$ cat src/rtl/slc3_key_conditioner.sv
// Input conditioning for the SLC-3 top level: synchronizes the raw buttons and switches,
// debounces the keys into levels and press strobes, and builds the Run+Continue combo reset.

// Per-key debounce FSM operating on the synchronized, active-high key sample.
// state | meaning
// REL   | released, waiting for a press sample
// ARM   | press seen, counting stable pressed samples
// PRS   | press accepted, level high
// DIS   | release seen, counting stable released samples
module slc3_key_fsm #(
  parameter int DEBOUNCE_CYCLES = 16
) (
  input  logic clk_sys,
  input  logic rst_b,
  input  logic k_s,
  output logic level,
  output logic pulse
);
  localparam int CW = $clog2(DEBOUNCE_CYCLES + 1);
  localparam logic [CW-1:0] CNT_LAST = CW'(DEBOUNCE_CYCLES - 1);

  typedef enum logic [1:0] {REL, ARM, PRS, DIS} state_t;

  state_t          state, state_nxt;
  logic [CW-1:0]   cnt, cnt_nxt;
  logic            pulse_nxt;

  always_ff @(posedge clk_sys or negedge rst_b) begin
    if (!rst_b) begin
      state <= REL;
      cnt   <= '0;
      pulse <= 1'b0;
    end else begin
      state <= state_nxt;
      cnt   <= cnt_nxt;
      pulse <= pulse_nxt;
    end
  end

  always_comb begin
    state_nxt = state;
    cnt_nxt   = cnt;
    pulse_nxt = 1'b0;
    case (state)
      REL: if (k_s) begin
        state_nxt = ARM;
        cnt_nxt   = CW'(1);
      end
      ARM: if (!k_s) begin
        state_nxt = REL;
        cnt_nxt   = '0;
      end else if (cnt == CNT_LAST) begin
        state_nxt = PRS;
        cnt_nxt   = '0;
        pulse_nxt = 1'b1;
      end else begin
        cnt_nxt = cnt + 1'b1;
      end
      PRS: if (!k_s) begin
        state_nxt = DIS;
        cnt_nxt   = CW'(1);
      end
      DIS: if (k_s) begin
        state_nxt = PRS;
        cnt_nxt   = '0;
      end else if (cnt == CNT_LAST) begin
        state_nxt = REL;
        cnt_nxt   = '0;
      end else begin
        cnt_nxt = cnt + 1'b1;
      end
      default: begin
        state_nxt = REL;
        cnt_nxt   = '0;
      end
    endcase
  end

  assign level = (state == PRS) || (state == DIS);
endmodule

module slc3_key_conditioner #(
  parameter int DEBOUNCE_CYCLES = 16,
  parameter int COMBO_CYCLES    = 8,
  parameter int SW_W            = 10
) (
  input  logic            Clk,
  input  logic            Reset,
  input  logic            Run_key,
  input  logic            Continue_key,
  input  logic [SW_W-1:0] SW_raw,
  output logic [SW_W-1:0] SW_sync,
  output logic            Run_level,
  output logic            Continue_level,
  output logic            Run_pulse,
  output logic            Continue_pulse,
  output logic            Sys_reset_n
);
  localparam int CCW = $clog2(COMBO_CYCLES + 1);
  localparam logic [CCW-1:0] COMBO_MAX = CCW'(COMBO_CYCLES);

  logic [1:0]      run_sync, cont_sync;
  logic [SW_W-1:0] sw_meta;
  logic [CCW-1:0]  combo_cnt;
  logic            por_q;

  // Key synchronizers reset to the released (high) pin level.
  always_ff @(posedge Clk or negedge Reset) begin
    if (!Reset) begin
      run_sync  <= 2'b11;
      cont_sync <= 2'b11;
      sw_meta   <= '0;
      SW_sync   <= '0;
    end else begin
      run_sync  <= {run_sync[0], Run_key};
      cont_sync <= {cont_sync[0], Continue_key};
      sw_meta   <= SW_raw;
      SW_sync   <= sw_meta;
    end
  end

  slc3_key_fsm #(.DEBOUNCE_CYCLES(DEBOUNCE_CYCLES)) u_run_fsm (
    .clk_sys (Clk),
    .rst_b   (Reset),
    .k_s     (~run_sync[1]),
    .level   (Run_level),
    .pulse   (Run_pulse)
  );

  slc3_key_fsm #(.DEBOUNCE_CYCLES(DEBOUNCE_CYCLES)) u_cont_fsm (
    .clk_sys (Clk),
    .rst_b   (Reset),
    .k_s     (~cont_sync[1]),
    .level   (Continue_level),
    .pulse   (Continue_pulse)
  );

  always_ff @(posedge Clk or negedge Reset) begin
    if (!Reset) begin
      combo_cnt <= '0;
      por_q     <= 1'b0;
    end else begin
      por_q <= 1'b1;
      if (!(Run_level && Continue_level))
        combo_cnt <= '0;
      else if (combo_cnt != COMBO_MAX)
        combo_cnt <= combo_cnt + 1'b1;
    end
  end

  // por_q holds the core in reset until the first edge after Reset releases.
  assign Sys_reset_n = por_q && (combo_cnt != COMBO_MAX);
endmodule
$ cat config.mk
export PLATFORM = sky130hd
export DESIGN_NAME = slc3_key_conditioner
export DESIGN_NICKNAME = d
export VERILOG_FILES = /design/src/rtl/slc3_key_conditioner.sv
export SDC_FILE = /design/constraint.sdc
export NUM_CORES = 1
export LEC_CHECK = 0
export CORE_AREA = 2 2 61 63
export CTS_CLUSTER_SIZE = 24
export DETAILED_ROUTE_END_ITERATION = 8
export DIE_AREA = 0 0 63 65
export PLACE_DENSITY = 0.77
export SYNTH_ARGS = -nofsm -noshare
export SYNTH_HDL_FRONTEND = slang
export SYNTH_HIERARCHICAL = 1
export SYNTH_SLANG_ARGS = --single-unit
$ cat constraint.sdc
create_clock -name Clk -period 2.2 [get_ports Clk]
set_clock_uncertainty 0.15 [all_clocks]
set_input_delay 0.33 -clock Clk [delete_from_list [all_inputs] [get_ports Clk]]
set_output_delay 0.33 -clock Clk [all_outputs]
set_load 0.005 [all_outputs]
==> results of run 1 <==
==> sequential cells by signal (all words and copies together) (netlist names), named ones only <==
register	flops
SW_sync	10
combo_cnt	4
cont_sync	2
por_q	1
run_sync	2
sw_meta	10
u_cont_fsm/cnt	5
u_cont_fsm/pulse	1
u_cont_fsm/state	1
u_run_fsm/cnt	5
u_run_fsm/pulse	1
u_run_fsm/state	1
==> critical path, cell delays in order (launching register included) <==
cell and delay [ns]:
dfrtp_1 0.42, inv_2 0.07, ha_4 0.15, nand3b_4 0.09
and2_2 0.20, dlygate4sd2_1 0.25
==> cell usage in the layout (no fill, tap or decap), types with 2 or more instances in the layout <==
cell             instances
clkbuf_4                 5
o32ai_2                  2
o21a_1                   4
clkbuf_8                 2
nand3_1                  9
o21ai_0                  6
mux2_2                   2
nor2_1                   5
and3_2                   2
xor2_2                   2
inv_1                    2
dfrtp_1                 41
xor2_1                   5
dfstp_2                  4
a21oi_1                  3
nand2_1                 12
buf_4                    3
ha_1                     3
xnor2_1                  3
inv_2                    2
clkdlybuf4s50_1         26
and4b_1                  2
nor3b_1                  2
==> per-stage QoR <==
| stage | utilization | cells | worst slack [ns] |
|---|---|---|---|
| 4_1_cts | 0.599 | 206 | 0.165 |
| 3_3_place_gp | 0.568 | 195 | 0.326 |
| 2_1_floorplan | - | 122 | 0.696 |
| 3_5_place_dp | 0.568 | 195 | 0.280 |
| 6_report | 0.599 | 206 | 0.178 |
| 5_1_grt | 0.599 | 206 | 0.0796 |
==> power breakdown <==
part           switching (mW)  internal (mW)
Combinational          0.0480         0.0596
Clock                   0.259          0.191
Sequential             0.0240          0.867
==> layer usage <==
| layer | up-vias | global-route usage |
|---|---|---|
| met1 | 485 | 0.169 |
| met2 | 24 | 0.274 |
| met4 | 0 | 0.0500 |
| met3 | 4 | 0.0694 |
| met5 | - | 0 |
| li1 | 471 | - |
==> final timing paths <==
check / from / end / slack, ns / cells past startpoint
max: combo_cnt[0] / Sys_reset_n / 0.18 / 5
min: Continue_key / cont_sync[0] / 0.21 / 1
max reg2reg: u_cont_fsm/cnt[0] / register / 0.58 / 4
min reg2reg: run_sync[0] / run_sync[1] / 0.21 / 0
max in group asynchronous: Reset / run_sync[0] / 0.92 / 3
min in group asynchronous: Reset / async pin / 0.24 / 2
==> repair_timing <==
| action | 4_1_cts | 5_1_grt |
|---|---|---|
| gates resized for setup | 5 | 0 |
| buffers inserted | 2 | 0 |
| hold buffers | 1 | 0 |
| endpoints found under the hold margin | 14 | 0 |
| endpoints found under the setup margin | 1 | 0 |
==> kinds of logic after synthesis <==
group | after synthesis
flops | 45
other cells | 1
fa+ha+maj | 4
xor+xnor | 10
mux | 3
compound gates | 15
simple gates | 36
buf+inv | 8
==> area by class of cell <==
cell class                      instances  area (µm²)  area share
Multi-Input combinational cell         69         509       0.243
Clock buffer                            7        65.1      0.0310
Timing Repair Buffer                   32         307       0.146
Clock inverter                          1        8.76     0.00418
Sequential cell                        45        1130       0.540
Tap cell                               48        60.1      0.0287
Inverter                                4        15.0     0.00716
==> results.py, run 1 <==
metrics = {
    "drt": {
        "wl_met1_um": 1100,
        "dr_total_vias": 984,
        "drt-pass1-iter-count": 4,
        "viasPerCell": 4.78,
        "drt_iter0_markers": 23,
        "post-route-drc-count": 0,
        "drt-total-wl_um": 2720,
        "top_layer": "met4",
        "met2_length_um": 1450,
        "met3_length_um": 138,
        "detail_route.wl_per_cell_um": 13.2,
        "ant_nets": 0,
    },
    "worst_setup_path": {
        "cp_max_fo": 3,
        "end_kind": "output port",
        "arrival_ns": 1.54,
        "critPathLaunchType": "register",
        "worstSetupPathType": "register to output port",
        "cp.required_ns": 1.72,
    },
    "logic_synthesis": {
        "synth_area_per_cell_um2": 13.7,
        "synthMuxAreaShare": 0.0195,
        "yosysTopAreaCell": "dfrtp_1",
        "synth-main-ff-cell": "dfrtp_1",
        "synth-xor-area-share": 0.0614,
        "syn_nets": 140,
        "synthTopCellsByArea": "dfrtp_1 (61%), dfstp_2 (6.3%), ha_1 (3.0%)",
        "synth_top_area_frac": 0.614,
        "synthCells": 122,
        "synth.most_common_cell": "dfrtp_1",
        "synth_seq_cells": 45,
        "async_flop_share": 1.00,
        "yosys.area_share.simple": 0.120,
        "synth_edf_count": 0,
        "ys_seq_area_frac": 0.677,
        "synth.distinct_cells": 26,
        "synth_compound_area_frac": 0.0644,
        "synth_common_cells": "dfrtp_1 (41), nand2_1 (12), nand3_1 (9), o21ai_0 (6)",
        "yosysWarnings": 6,
        "synthAdderAreaFrac": 0.0300,
        "synth_top_family_by_area": "simple AND/OR/NAND/NOR gates",
        "synth_area_um2": 1670,
    },
    "sta": {
        "whs_ns": 0.208,
        "fin_tns_setup_ns": 0,
        "rsz0062_at_grt": "false",
        "finalSetupViolations": 0,
        "finalCritPeriodShare": 0.919,
        "max_freq_mhz": 495,
        "hold_violations": 0,
        "drv_slew": 0,
        "finalCriticalPeriod_ns": 2.02,
    },
    "outcome": {
        "outcome": "complete, no violations",
    },
    "grt": {
        "grt_pass1_vias": 1039,
        "grt_overflow_total": 0,
        "gr-usage-all-layers": 0.156,
        "grt_first_pass_wirelength_um": 4730,
        "grt_max_degree": 30,
        "antenna_found_initial": 0,
    },
    "die": {
        "ios": 29,
        "rows": 22,
        "die-area_um2": 4100,
        "start_util": 0.478,
        "die_h_um": 65,
        "die_width_um": 63,
        "core_um2": 3500,
    },
    "placed_design": {
        "dp_hpwl_um": 1980,
        "place_congestion": 0.729,
        "io_buffers": 28,
        "placed_area_um2": 1990,
    },
    "cts": {
        "clk_latency_ns": 0.36,
        "cts_tree": "done",
        "cts_root_buf": "clkbuf_4",
        "cts_max_level": 2,
        "clk_pin_slew_ns": 0.13,
        "clock_path_buffers": 2,
        "clock-sinks": 45,
        "cts_buffers": 5,
    },
    "pwr": {
        "ir_drop_v": 0.000457,
        "power_mw": 1.45,
        "cellPowerDensity_nw_per_um2": 692,
        "p_leak_nw": 0.919,
    },
    "min_path": {
        "worstHoldPathType": "input pin to register",
    },
    "finish": {
        "area_delta_synth_final_pct": 25.5,
        "antenna-diode-count": 0,
        "nFillCells": 303,
        "finalInstanceArea_um2": 2100,
        "nets": 175,
        "drive_above_1_share": 0.184,
    },
    "flow_run": {
        "drv_cap": 0,
    },
}
(Power assumes the default switching activity.)
==> inputs of run 2 (changes only) <==
CAP_MARGIN = 20   (was default)
CTS_BUF_LIST = sky130_fd_sc_hd__clkbuf_4 sky130_fd_sc_hd__clkbuf_8   (was default)
SLEW_MARGIN = 20   (was default)
==> results of run 2 <==
Final layout, timing and power as in run 1 (identical DEF).
